## src/rtl/irq_timer_pkg.sv

```systemverilog
// rtl/irq_timer_pkg.sv - shared constants and types for the bus interval timer
package irq_timer_pkg;

  // Register offsets within the 8-byte block, selected by ab[2:0]
  localparam logic [2:0] OFS_CNT_L  = 3'd0;
  localparam logic [2:0] OFS_CNT_H  = 3'd1;
  localparam logic [2:0] OFS_LAT_L  = 3'd2;
  localparam logic [2:0] OFS_LAT_H  = 3'd3;
  localparam logic [2:0] OFS_CTRL   = 3'd4;
  localparam logic [2:0] OFS_STATUS = 3'd5;

  // CTRL register bit positions
  localparam int CTRL_EN   = 0;
  localparam int CTRL_CONT = 1;
  localparam int CTRL_IE   = 2;

  typedef enum logic [1:0] {
    IDLE = 2'd0,
    RUN  = 2'd1,
    DONE = 2'd2
  } timer_state_t;

endpackage

```

## src/rtl/timer_counter.sv

```systemverilog
// rtl/timer_counter.sv - 16-bit down counter with load, reload, enable and zero flag
//
// Ports:
//   clk, rst         clock, synchronous active-high reset
//   load, load_val   software load (highest priority)
//   reload, reload_val  auto-reload on expiry
//   dec              decrement request; ignored at zero
//   count            current counter value
//   zero             count == 0
module timer_counter (
  input  logic        clk,
  input  logic        rst,
  input  logic        load,
  input  logic [15:0] load_val,
  input  logic        reload,
  input  logic [15:0] reload_val,
  input  logic        dec,
  output logic [15:0] count,
  output logic        zero
);

  assign zero = (count == 16'h0000);

  always_ff @(posedge clk) begin
    if (rst) begin
      count <= 16'h0000;
    end else if (load) begin
      count <= load_val;
    end else if (reload) begin
      count <= reload_val;
    end else if (dec && !zero) begin
      // Never wraps below zero; zero is handled as expiry by the owner
      count <= count - 16'd1;
    end
  end

endmodule

```

## src/rtl/irq_timer.sv

```systemverilog
// rtl/irq_timer.sv - memory-mapped 16-bit interval timer with active-low interrupt
//
// Ports:
//   clk     single clock (PHI_0)
//   rst     synchronous active-high reset
//   ab      processor address bus
//   db_wr   processor write data
//   rw      1 = read, 0 = write
//   db_rd   read data, 0x00 when not selected
//   sel     address hit on the 8-byte register block
//   irq_n   interrupt request, active low
module irq_timer
  import irq_timer_pkg::*;
#(
  parameter logic [15:0] BASE_ADDR = 16'hD000
) (
  input  logic        clk,
  input  logic        rst,
  input  logic [15:0] ab,
  input  logic [7:0]  db_wr,
  input  logic        rw,
  output logic [7:0]  db_rd,
  output logic        sel,
  output logic        irq_n
);

  logic [2:0]   ofs;
  logic         wr_en;
  logic         cnt_l_wr, cnt_h_wr, lat_l_wr, lat_h_wr, ctrl_wr, status_wr;
  logic [15:0]  latch_q;
  logic [2:0]   ctrl_q;
  logic         flag_q;
  logic [15:0]  count;
  logic         zero;
  timer_state_t state_q, state_d;
  logic         expire;
  logic         dec;
  logic         reload;

  assign sel   = (ab[15:3] == BASE_ADDR[15:3]);
  assign ofs   = ab[2:0];
  assign wr_en = sel & ~rw;

  assign cnt_l_wr  = wr_en && (ofs == OFS_CNT_L);
  assign cnt_h_wr  = wr_en && (ofs == OFS_CNT_H);
  assign lat_l_wr  = wr_en && (ofs == OFS_LAT_L);
  assign lat_h_wr  = wr_en && (ofs == OFS_LAT_H);
  assign ctrl_wr   = wr_en && (ofs == OFS_CTRL);
  assign status_wr = wr_en && (ofs == OFS_STATUS);

  // Latch and control registers. A reload in the same cycle as a latch
  // write sees the old latch because the counter samples latch_q.
  always_ff @(posedge clk) begin
    if (rst) begin
      latch_q <= 16'h0000;
      ctrl_q  <= 3'b000;
    end else begin
      if (cnt_l_wr || lat_l_wr) latch_q[7:0]  <= db_wr;
      if (cnt_h_wr || lat_h_wr) latch_q[15:8] <= db_wr;
      if (ctrl_wr)              ctrl_q        <= db_wr[2:0];
    end
  end

  // FSM state register
  always_ff @(posedge clk) begin
    if (rst) state_q <= IDLE;
    else     state_q <= state_d;
  end

  // FSM next state and counter controls. A CNT_H write overrides expiry
  // completely, so expire is only raised when no CNT_H write is present.
  always_comb begin
    state_d = state_q;
    expire  = 1'b0;
    dec     = 1'b0;
    if (cnt_h_wr) begin
      state_d = RUN;
    end else begin
      case (state_q)
        RUN: begin
          if (ctrl_q[CTRL_EN]) begin
            if (zero) begin
              expire = 1'b1;
              if (!ctrl_q[CTRL_CONT]) state_d = DONE;
            end else begin
              dec = 1'b1;
            end
          end
        end
        default: state_d = state_q;
      endcase
    end
    reload = expire && ctrl_q[CTRL_CONT];
  end

  // Expiry beats a STATUS clear; a CNT_H write beats both
  always_ff @(posedge clk) begin
    if (rst)                          flag_q <= 1'b0;
    else if (cnt_h_wr)                flag_q <= 1'b0;
    else if (expire)                  flag_q <= 1'b1;
    else if (status_wr && db_wr[0])   flag_q <= 1'b0;
  end

  timer_counter u_counter (
    .clk        (clk),
    .rst        (rst),
    .load       (cnt_h_wr),
    .load_val   ({db_wr, latch_q[7:0]}),
    .reload     (reload),
    .reload_val (latch_q),
    .dec        (dec),
    .count      (count),
    .zero       (zero)
  );

  assign irq_n = ~(flag_q & ctrl_q[CTRL_IE]);

  always_comb begin
    db_rd = 8'h00;
    if (sel) begin
      case (ofs)
        OFS_CNT_L:  db_rd = count[7:0];
        OFS_CNT_H:  db_rd = count[15:8];
        OFS_LAT_L:  db_rd = latch_q[7:0];
        OFS_LAT_H:  db_rd = latch_q[15:8];
        OFS_CTRL:   db_rd = {5'b00000, ctrl_q};
        OFS_STATUS: db_rd = {7'b0000000, flag_q};
        default:    db_rd = 8'h00;
      endcase
    end
  end

endmodule

```

## config.mk

```make
export PLATFORM = sky130hd
export DESIGN_NAME = irq_timer
export DESIGN_NICKNAME = d
export VERILOG_FILES = /design/src/rtl/irq_timer_pkg.sv /design/src/rtl/timer_counter.sv /design/src/rtl/irq_timer.sv
export SDC_FILE = /design/constraint.sdc
export NUM_CORES = 1
export LEC_CHECK = 0
export CAP_MARGIN = 30
export CORE_MARGIN = 4
export CORE_UTILIZATION = 35
export DETAILED_ROUTE_END_ITERATION = 8
export PLACE_DENSITY = 0.66
export SKIP_LAST_GASP = 1
export SYNTH_ARGS = -nofsm -noshare
export SYNTH_HDL_FRONTEND = slang
export SYNTH_SLANG_ARGS = --single-unit
```

## constraint.sdc

```tcl
create_clock -name clk -period 2.2 [get_ports clk]
set_input_delay 0.44 -clock clk [delete_from_list [all_inputs] [get_ports clk]]
set_output_delay 0.44 -clock clk [all_outputs]
set_load 0.03 [all_outputs]
```

# ---- Yosys cells after proc, flatten, opt, wreduce, memory -nomap -nowiden
# Cells that the tools add are included.
# Widths: inputs -> output; s select.
dict set report word_totals {
  output_inout_bits 10
  elab_cells 63
  ff_bits 38
  input_bits 27
}
dict set report classes {
  addsub 1
  n_eq_ne 8
  reduce_logical 22
  muxes 20
  bitwise_logic 5
}
# cell n
set op_table {}
lappend op_table {{$mux 16} 3}
lappend op_table {{$pmux 8 s6} 1}
lappend op_table {{$logic_not 16->1} 1}
lappend op_table {{$sub 16x1->16 const B} 1}
lappend op_table {{$mux 1} 15}
lappend op_table {{$eq 13x13->1 const B} 1}
lappend op_table {{$logic_and 1x1->1} 9}
lappend op_table {{$mux 8} 1}
lappend op_table {{$reduce_and 4->1} 2}
lappend op_table {{$reduce_bool 2->1} 4}
lappend op_table {{$eq 3x2->1 const B} 2}
lappend op_table {{$eq 3x3->1 const B} 2}
lappend op_table {{$eq 3x1->1 const B} 1}
lappend op_table {{$logic_not 3->1} 1}
lappend op_table {{$not 1->1} 3}
lappend op_table {{$reduce_bool 3->1} 1}
lappend op_table {{$and 1x1->1} 2}
lappend op_table {{$eq 2x1->1 const B} 1}
lappend op_table {{$logic_or 1x1->1} 2}
lappend op_table {{$ne 2x2->1 const B} 1}
lappend op_table {{$reduce_or 2->1} 1}
lappend op_table {{$logic_not 1->1} 1}

# ---- Depth between registers and ports, before layout
# Gate-level depths: netlist of run 1.
dict set report logic_depth {
  word_depth 9
  ltp_mapped 8
  depth_no_buf 7
}

# ---- Cells and area by module
# Synthesis of run 1 repeated with hierarchy kept, for this count alone.
dict set report unflattened {
  hier_cells 307
  hier_area_um2 2580.0
}
# mod area_each_um2 n_inst cells_each
set by_module_without_submodules {}
lappend by_module_without_submodules {irq_timer 1297.5 1 149}
lappend by_module_without_submodules {timer_counter 1282.5 1 158}

# ---- Worst setup path after synthesis of run 1
# No wires, ideal clock.
dict set report synth_timing {
  path_type {input port to output port}
  startpoint {in ab[1]}
  endpoint {out db_rd[2]}
  slack_ns 0.025
  t_arrival_ns 1.735
  path_stages 6
  required_ns 1.760
  cell_sequence {clkbuf_1 > buf_1 > mux2i_1 > o21ai_0 > o21ai_0 > nor2_1}
}
dict set report synth_via {
  elab_chain_len 3
}
# item line_no
set synth_rtl {}
lappend synth_rtl {{from (decl)} irq_timer.sv:19} ;# input logic [15:0] ab,
lappend synth_rtl {{$eq 3x3->1, or another cell as far along} irq_timer.sv:121} ;# case (ofs)
lappend synth_rtl {{$pmux 8 s6 (*)} irq_timer.sv:121}
lappend synth_rtl {{$mux 8 (*)} irq_timer.sv:120} ;# if (sel) begin
lappend synth_rtl {{to (decl)} irq_timer.sv:22} ;# output logic [7:0] db_rd,
# Every way passes the cells marked *; elsewhere a longest branch is shown, timed or not.

# ---- Worst setup path after layout of run 1
dict set report layout_timing {
  startpoint {in ab[1]}
  endpoint {out db_rd[7]}
}
# The elaborated chain is that of the path after synthesis.

==> metrics, run 1 <==
outcome=finished clean; Clock Power Share=38.4%; commonest non-fill, non-tap cell in the layout=buf_4; GRT Residual Overflow=0; GR Util met1=a little under a quarter; Final Hold Viols=0; core area=just under 7000 sq um; Ports=37; busiest layer in global routing=met2; area grow syn2layout=34.4%; library cells used by synthesis=60; unrepaired setup endpoints after global routing=true; r2r setup slk=roughly 0.13 ns; Synthesis Warnings=0; FF-to-FF End=u_counter.count[10]; Clock Sinks=38; Initial Util=between 30 and 40%; row cnt=30; kind of end point of the critical path=output pin; vias in the first global route=around 2400; Switching Share=about a quarter; share of cells above drive strength 1=roughly a quarter; crit-path max FO=10; Main synth FF type=dfxtp_1; Comb power frac=9.4%; post-synthesis instance total=296; vias per std cell=about 5.6; critical setup path kind=primary input to output pin; hold path cells=2; CP max stage delay=~0.5 ns; peak supply drop=around 260 uV; # diodes=0; Net Count, Synth=325; clock latency on the worst-skew pair=roughly 0.30 ns; largest net degree at the start of global routing=just over 40; leakage power=1.27 nW; crit share post-route=a little over nine tenths; CP Launch Point=ab[1]; DR DRC count=0; CTS tree=yes; GRT Total Usage=between 10% and 20%; Root Driver=clkbuf_8; P per Cell Area=approximately 400 nW/um^2; gpl congestion=around 0.9; WP buf/inv=3; CP max-delay cell=mux4_2; slew margin rel.=between 70 and 80%; first-pass GRT wire length=around 12 mm; clock buffer depth=2; H-tree levels=2; worst min-delay path category=flop to flop; Final Cell Area=roughly 3400 sq um; wirelength, routed=about 7.6 mm; Cell Area, Synth=roughly 2500 sq um; slew at the pin closest to its max-slew limit=0.404 ns; clk_skew=a little over 0.007 ns; CTS buffer count=5; hold path start=latch_q[5]; Final ANT Viol Nets=0; max-cap viol count=0; nets=389; Post-synth EDFFs=0; Post-DP Area=~3200 sq um; First-pass DRT Iterations=5; PortBufs=36; dpl hpwl=roughly 5.8 mm; Reg power frac=between 50% and 60%; #FFs+latches synth=38; Seq/Total Area, Yosys=a little under a third; met2 Usage GRT=between 20% and 30%; synthesized area per cell=about 8.5 sq um; CTS Hold Bufs=0; Max Fclk=roughly 0.46 GHz; GRT met3 Usage=3.57%; Sw Pwr=about 0.00031 W; commonest cells after routing, fill and taps aside=41 x buf_4, 38 x dfxtp_1, 36 x nor2_1; post-route minimum period=2.16 ns; Final Setup Violations=0; required time worst endpoint=about 1.8 ns; CP Data Arrival Time=~1.7 ns; WHS Endpoint=latch_q[5]; die area=about 8600 sq um; internal power=slightly above 0.001 W; Die Wd=92.7 um; Worst setup SP type=primary input; detailed-route wire length per cell=16.6 um; vias=~2500; Clock Pin Slew Worst Setup and Hold Paths=approximately 0.080 ns; DRT iter0 DRCs=337; Slew Limit Fails=0; worst r2r src=u_counter.count[0]; Die Ht=92.7 um; delay-heaviest family, CP=buffers and inverters; crit-path cells=clkdlybuf4s15_2, buf_6, mux4_2, nor2b_1, buf_4; Post-synth ARST share=0%; initial antenna violation count=0; R2R depth=7; Pwr Total=about 0.0013 W
==> tightest hold or removal path: stages (launching register included) <==
cell and delay [ns]:
dfxtp_1 0.33, nand2_1 0.06, a21oi_1 0.05
==> timing repair <==
action                                 4_1_cts  5_1_grt
gates resized for setup                     34       14
pin swaps                                    5        3
endpoints found under the hold margin        0        0
setup endpoints to repair                   25       10
buffers inserted                             2        2
==> logic make-up (layout without fill, tap and decap cells) <==
kind of cell,count (synthesis),in the layout,share of synthesized area (%)
flip-flops,38,38,30.3
XOR/XNOR,12,12,4.19
AND/OR/NAND/NOR,124,124,28.4
multiplexers,21,21,11.0
AO/OA/AOI/OAI,69,69,20.3
buffers and inverters,30,95,4.83
adder cells (fa/ha/maj),2,2,0.996
==> Yosys cell counts, types with 2 or more instances <==
cell type	count	area share (%)
a211oi_1	9	2.7
nor4b_2	2	1.2
nand2b_1	5	1.2
nor3_1	10	2.0
ha_1	2	1.0
mux2i_1	13	5.2
nor4_2	2	1.0
buf_2	4	0.80
nand3b_1	4	1.2
xnor2_1	9	3.1
nor2b_1	7	1.7
mux4_2	5	4.5
nand3_2	2	0.80
or4_1	2	0.60
xor2_1	3	1.0
a31o_1	6	2.1
nor2_1	36	5.4
mux2_2	3	1.3
nand2_1	20	3.0
or3_1	5	1.2
nand4_1	7	1.7
a211oi_2	5	2.5
a22oi_1	3	0.90
inv_1	9	1.3
clkbuf_1	15	2.2
o32a_1	2	0.80
o211ai_1	5	1.5
o22ai_1	7	1.7
a21oi_1	18	3.6
o21ai_0	3	0.60
nand3_1	2	0.40
nor4_1	6	1.5
dfxtp_1	38	30
==> worst max-delay path by stage <==
| stage | slack, ns | to | cells past startpoint |
|---|---|---|---|
| floorplan | 0.02 | db_rd[2] | 6 |
| global placement | -0.68 | db_rd[1] | 7 |
| detailed placement | -0.71 | db_rd[0] | 6 |
| CTS | -0.005 | db_rd[1] | 7 |
| global route | -0.001 | db_rd[2] | 6 |
| finish | 0.04 | db_rd[7] | 5 |
==> power by group through the flow <==
stage	sequential (W)	clock, W	combinational, W
CTS	0.000687	0.000520	0.000123
detailed placement	0.000703	0	0.000125
finish	0.000687	0.000504	0.000123
floorplan	0.000703	0	0.0000425
global route	0.000687	0.000555	0.000131
global placement	0.000703	0	0.000123
==> metal layers <==
metal	part of all wire, %	routed length, um
met1	44	3380
met5	0	0
met3	6.3	477
met2	48	3660
met4	1.1	87
==> stage by stage <==
| stage | cells | worst slack (ns) | setup TNS, ns | hold slack [ns] | utilization (%) |
|---|---|---|---|---|---|
| finish | 457 | 0.0373 | 0 | 0.484 | 49.1 |
| global route | 457 | -0.00103 | -0.00103 | 0.508 | 49.1 |
| CTS | 455 | -0.00484 | -0.00484 | 0.483 | 48.6 |
| detailed placement | 446 | -0.706 | -12.43 | 0.471 | 46.6 |
| global placement | 446 | -0.678 | -11.17 | 0.464 | 46.6 |
| floorplan | 296 | 0.0246 | 0 | 0.442 | - |
==> flip-flops by register name, indices dropped and copies added (netlist names) <==
name	cells
ctrl_q	3
flag_q	1
latch_q	16
u_counter.count	16
state_q	2
==> layout make-up <==
| type | instances | area (sq um) |
|---|---|---|
| fillers | 654 | 3490 |
| multi-input cells | 228 | 1680 |
| flip-flops and latches | 38 | 761 |
| repair buffers | 78 | 693 |
| well taps | 96 | 120 |
| clock buffers | 7 | 86.3 |
| inverters | 9 | 33.8 |
| clock inverters | 1 | 5.00 |
No activity file was read; power rests on OpenSTA's default activity.
==> inputs of run 2 (changes only) <==
- RECOVER_POWER: default -> 50
==> run 2 against run 1 <==
Global-route usage did not move. Sequential cell count did not move. Critical endpoint unchanged. Cell count did not move. Largest cell class unchanged. Via count fell by 1.1%.
==> metrics, run 2 (synthesis results as in run 1) <==
Worst setup SP type=primary input (unchanged); vias=2511 (was 2540); worst r2r src=u_counter.count[7] (was u_counter.count[0]); post-route minimum period=2.16 ns (about the same); CTS tree=yes (unchanged); Post-Layout Cell Count=457 (unchanged); commonest cells after routing, fill and taps aside=41 x buf_4, 38 x dfxtp_1, 36 x nor2_1 (unchanged); Final Setup Violations=0 (unchanged); core area=6870 sq um (unchanged); first-pass GRT wire length=12.1 mm (unchanged); H-tree levels=2 (unchanged); die area=8590 sq um (unchanged); CTS Hold Bufs=0 (unchanged); hold path cells=2 (unchanged); DR DRC count=0 (unchanged); Post-DP Area=3200 sq um (unchanged); GRT Residual Overflow=0 (unchanged); required time worst endpoint=1.76 ns (about the same); Setup TNS=0 ns (unchanged); r2r setup slk=0.13 ns (about the same); CP Data Arrival Time=1.72 ns (about the same); nets=389 (unchanged); clk_skew=0.00540 ns (was 0.00728 ns); crit share post-route=98.2% (was 98.3%); commonest non-fill, non-tap cell in the layout=buf_4 (unchanged); detailed-route wire length per cell=16.6 um (about the same); vias per std cell=5.49 (was 5.56); DRT iter0 DRCs=297 (was 337); vias in the first global route=2393 (unchanged); outcome=finished clean (unchanged); WHS Endpoint=latch_q[5] (unchanged); wirelength, routed=7.60 mm (about the same); row cnt=30 (unchanged); Ports=37 (unchanged); PortBufs=36 (unchanged); worst setup slack after layout=0.0392 ns (was 0.0373 ns); Final ANT Viol Nets=0 (unchanged); initial antenna violation count=0 (unchanged); gpl congestion=0.901 (unchanged); unrepaired setup endpoints after global routing=true (unchanged); max-cap viol count=0 (unchanged); kind of end point of the critical path=output pin (unchanged); P per Cell Area=390 nW/um^2 (about the same); Clock Sinks=38 (unchanged); peak supply drop=261 uV (about the same); Initial Util=36.6% (unchanged); R2R depth=5 (was 7); clock latency on the worst-skew pair=0.29 ns (was 0.30 ns); largest net degree at the start of global routing=41 (unchanged); dpl hpwl=5.77 mm (unchanged); First-pass DRT Iterations=5 (unchanged); share of cells above drive strength 1=25.8% (was 26.0%); Final Cell Area=3370 sq um (about the same); clock buffer depth=2 (unchanged); FF-to-FF End=u_counter.count[15] (was u_counter.count[10]); hold path start=latch_q[5] (unchanged); WHS=0.483 ns (was 0.484 ns); setup slack after placement=-0.706 ns (unchanged); Die Ht=92.7 um (unchanged); Die Wd=92.7 um (unchanged); critical setup path kind=primary input to output pin (unchanged); slew at the pin closest to its max-slew limit=0.368 ns (was 0.404 ns); Root Driver=clkbuf_8 (unchanged); Placed Cells=446 (unchanged); worst min-delay path category=flop to flop (unchanged); Clock Pin Slew Worst Setup and Hold Paths=0.08 ns (about the same); GRT Total Usage=17.8% (unchanged); # diodes=0 (unchanged); leakage power=1.26 nW (was 1.27 nW); area grow syn2layout=34.2% (was 34.4%); Regs by FF count=latch_q (16), u_counter.count (16), ctrl_q (3) (unchanged); crit-path max FO=10 (unchanged); slew margin rel.=75.2% (was 72.8%); CTS buffer count=5 (unchanged); Max Fclk=0.463 GHz (was 0.462 GHz); Slew Limit Fails=0 (unchanged); Final Hold Viols=0 (unchanged)
==> run 2: cell count changes in the layout (fill, tap and decap cells not counted) <==
cell     before  now
nand3_2       2    1
nand3_1       2    3
==> run 2: cell type report <==
class	count	area, sq um
repair buffers	78	693
clock buffers	7	86.3
well taps	96	120
multi-input cells	228	1670
clock inverters	1	5.00
inverters	9	33.8
flip-flops and latches	38	761
fillers	655	3500
==> run 2: worst max path at each step <==
stage | start | end | slack (ns) | depth (start not counted)
detailed placement | ab[0] | db_rd[0] | -0.71 | 6
floorplan | ab[1] | db_rd[2] | 0.02 | 6
CTS | ab[0] | db_rd[1] | -0.005 | 7
finish | ab[1] | db_rd[7] | 0.04 | 5
global route | ab[10] | db_rd[2] | -0.001 | 6
global placement | ab[0] | db_rd[1] | -0.68 | 7
==> run 2: layer usage <==
metal,up-vias,GRT usage [%],part of all wire [%]
met1,1194,23.9,44
met4,0,5.01,0.87
met3,6,3.57,6.4
met2,86,29.1,48
met5,-,0,0
li1,1225,-,-
==> run 2: metrics by stage <==
stage	total power, W	utilization [%]
2_1_floorplan	0.000746	-
3_3_place_gp	0.000826	46.6
3_5_place_dp	0.000828	46.6
4_1_cts	0.00133	48.6
5_1_grt	0.00137	49.1
6_report	0.00131	49.1
==> run 2: timing repair <==
| item | 4_1_cts | 5_1_grt |
|---|---|---|
| pin swaps | 5 | 3 |
| buffers inserted | 2 | 2 |
| endpoints found under the setup margin | 25 | 10 |
| gates resized for setup | 34 | 14 |
==> run 2: report_power, final <==
part	total (W)	internal, W	switching (W)
Clock	0.000502	0.000253	0.000249
Sequential	0.000687	0.000687	0.0000000126
Combinational	0.000124	0.0000652	0.0000583
Total	0.00131	0.00101	0.000308
==> run 2: critical path, stage by stage <==
cell             delay [ns]
clkdlybuf4s15_2        0.29
buf_6                  0.18
mux4_2                 0.49
nor2b_1                0.15
buf_4                  0.16
==> inputs of run 3 (changes only) <==
- CELL_PAD_IN_SITES_DETAIL_PLACEMENT: default -> 0
- CELL_PAD_IN_SITES_GLOBAL_PLACEMENT: default -> 1
- CORE_UTILIZATION: 35 -> 41
- PLACE_DENSITY: 0.66 -> 0.9
==> run 3 against run 2 <==
Via count shrank 1.7%. Global-route usage grew 2.6 points. Critical path depth is the same. Highest routed layer unchanged. Register-to-register slack gained 0.02 ns. Wire length shrank 4.9%. Final area shrank 3.5%. Critical endpoint is now db_rd[6]. Worst hold slack lost 0.0025 ns. Fmax grew 1.4%. Count of clock-buffer cells in the layout shrank 1. Non-clock buffer count shrank 4.
==> metrics, run 3 (synthesis results as in run 1) <==
Switching Share=22.9% (was 23.4%); Die Wd=86.3 um (was 92.7 um); clk_skew=0.00389 ns (was 0.00540 ns); internal power=0.000991 W (was 0.00101 W); P per Cell Area=395 nW/um^2 (was 390 nW/um^2); Slew Limit Fails=0 (unchanged); Clock Sinks=38 (unchanged); initial antenna violation count=0 (unchanged); largest net degree at the start of global routing=41 (unchanged); crit-path cells=clkdlybuf4s15_2, buf_6, mux4_2, nor2b_1, buf_4 (unchanged); CP max stage delay=0.51 ns (was 0.49 ns); filler instances=563 (was 655); area grow syn2layout=29.5% (was 34.2%); vias in the first global route=2343 (was 2393); PortBufs=36 (unchanged); required time worst endpoint=1.76 ns (about the same); outcome=finished clean (unchanged); die area=7440 sq um (was 8590 sq um); vias=2468 (was 2511); delay-heaviest family, CP=buffers and inverters (unchanged); core area=5920 sq um (was 6870 sq um); wirelength, routed=7.22 mm (was 7.60 mm); row cnt=28 (was 30); Sw Pwr=0.000294 W (was 0.000308 W); CTS buffer count=5 (unchanged); WP buf/inv=3 (unchanged); peak supply drop=348 uV (was 261 uV); Post-DP Area=3150 sq um (was 3200 sq um); Clock Pin Slew Worst Setup and Hold Paths=0.07 ns (was 0.08 ns); DRT iter0 DRCs=162 (was 297); Die Ht=86.3 um (was 92.7 um); Max Fclk=0.469 GHz (was 0.463 GHz); first-pass GRT wire length=12.0 mm (was 12.1 mm); CP Launch Point=ab[0] (was ab[1]); Regs by FF count=latch_q (16), u_counter.count (16), ctrl_q (3) (unchanged); max-cap viol count=0 (unchanged); slew at the pin closest to its max-slew limit=0.504 ns (was 0.368 ns); Reg power frac=53.5% (was 52.3%); H-tree levels=2 (unchanged); R2R depth=6 (was 5); CTS Hold Bufs=0 (unchanged); Final Hold Viols=0 (unchanged); CTS tree=yes (unchanged); crit share post-route=96.9% (was 98.2%); Comb power frac=9.2% (was 9.4%); dpl hpwl=5.48 mm (was 5.77 mm); Pwr Total=0.00128 W (was 0.00131 W); hold path start=latch_q[7] (was latch_q[5]); post-route minimum period=2.13 ns (was 2.16 ns); DR DRC count=0 (unchanged); FF-to-FF End=u_counter.count[12] (was u_counter.count[15]); commonest cells after routing, fill and taps aside=40 x buf_4, 38 x dfxtp_1, 35 x nor2_1 (was 41 x buf_4, 38 x dfxtp_1, 36 x nor2_1); slew margin rel.=66.1% (was 75.2%); First-pass DRT Iterations=5 (unchanged); critical setup path kind=primary input to output pin (unchanged); crit-path max FO=8 (was 10); Worst setup SP type=primary input (unchanged); clock buffer depth=2 (unchanged); commonest non-fill, non-tap cell in the layout=buf_4 (unchanged); Ports=37 (unchanged); kind of end point of the critical path=output pin (unchanged); # diodes=0 (unchanged); Final Cell Area=3250 sq um (was 3370 sq um); GRT Residual Overflow=0 (unchanged); worst r2r src=u_counter.count[2] (was u_counter.count[7]); nets=385 (was 389); vias per std cell=5.74 (was 5.49); share of cells above drive strength 1=25.1% (was 25.8%); clock latency on the worst-skew pair=0.29 ns (about the same); r2r setup slk=0.15 ns (was 0.13 ns); Root Driver=clkbuf_8 (unchanged); leakage power=1.22 nW (was 1.26 nW); detailed-route wire length per cell=16.8 um (was 16.6 um); CP Data Arrival Time=1.69 ns (was 1.72 ns); gpl congestion=0.938 (was 0.901); worst min-delay path category=flop to flop (unchanged); Levels on crit path=5 (unchanged); Final Setup Violations=0 (unchanged); GRT Total Usage=20.4% (was 17.8%); Clock Power Share=37.3% (was 38.3%); CP max-delay cell=mux4_2 (unchanged); Initial Util=42.4% (was 36.6%); Critical Path End=db_rd[6] (was db_rd[7]); Final ANT Viol Nets=0 (unchanged)
==> run 3: cell count changes in the layout (fill, tap and decap cells not counted), moves of 2 or more <==
cell | before | now
dlygate4sd2_1 | 9 | 6
buf_6 | 6 | 4
clkbuf_2 | 0 | 4
clkdlybuf4s15_1 | 1 | 3
==> run 3: power by group through the flow <==
stage,registers (W),logic [W],clock network (W)
after floorplan,0.000703,0.0000425,0
after global placement,0.000703,0.000121,0
after detailed placement,0.000703,0.000123,0
after CTS,0.000687,0.000120,0.000490
after global routing,0.000687,0.000126,0.000521
final,0.000687,0.000118,0.000480
==> run 3: what timing repair did <==
action                                 in CTS  in global routing
resized for setup                          35                 15
setup endpoints to repair                  21                  9
setup buffers                               2                  0
pin swaps                                   5                  4
endpoints found under the hold margin       0                  0
==> run 3: metrics by stage <==
step	instances	TNS [ns]	utilization, %	worst slack, ns	hold slack [ns]
2_1_floorplan	296	0	-	0.0246	0.442
3_3_place_gp	423	-11.90	53.2	-0.590	0.467
3_5_place_dp	423	-13.35	53.2	-0.640	0.475
4_1_cts	430	0	55.3	0.0160	0.486
5_1_grt	430	-0.0177	54.9	-0.0118	0.504
6_report	430	0	54.9	0.0688	0.480
==> run 3: area by class of cell <==
class / count / area [sq um] / area share (%)
Inverter: 9 / 33.8 / 1.04
Sequential cell: 38 / 761 / 23.4
Multi-Input combinational cell: 228 / 1660 / 51.0
Clock buffer: 6 / 82.6 / 2.54
Tap cell: 75 / 93.8 / 2.88
Timing Repair Buffer: 74 / 623 / 19.2
==> run 3: worst min path at each step <==
stage	slack [ns]	cells after the start	end
after floorplan	0.44	2	latch_q[6]
after global placement	0.47	2	u_counter.count[6]
after detailed placement	0.47	2	latch_q[5]
after CTS	0.49	2	latch_q[0]
after global routing	0.50	2	latch_q[7]
final	0.48	2	latch_q[7]
==> run 3: tightest hold or removal path, stage by stage, from the launching register on <==
cell and delay, ns:
dfxtp_1 0.33, nand2_1 0.06, a21oi_1 0.05
==> run 3: metal layers <==
metal | part of all wire (%) | up-vias | GRT usage [%]
met5 | 0 | - | 0
met4 | 2.5 | 0 | 7.93
met3 | 5.1 | 16 | 4.18
met2 | 46 | 87 | 31.6
met1 | 46 | 1150 | 28.0
li1 | - | 1215 | -
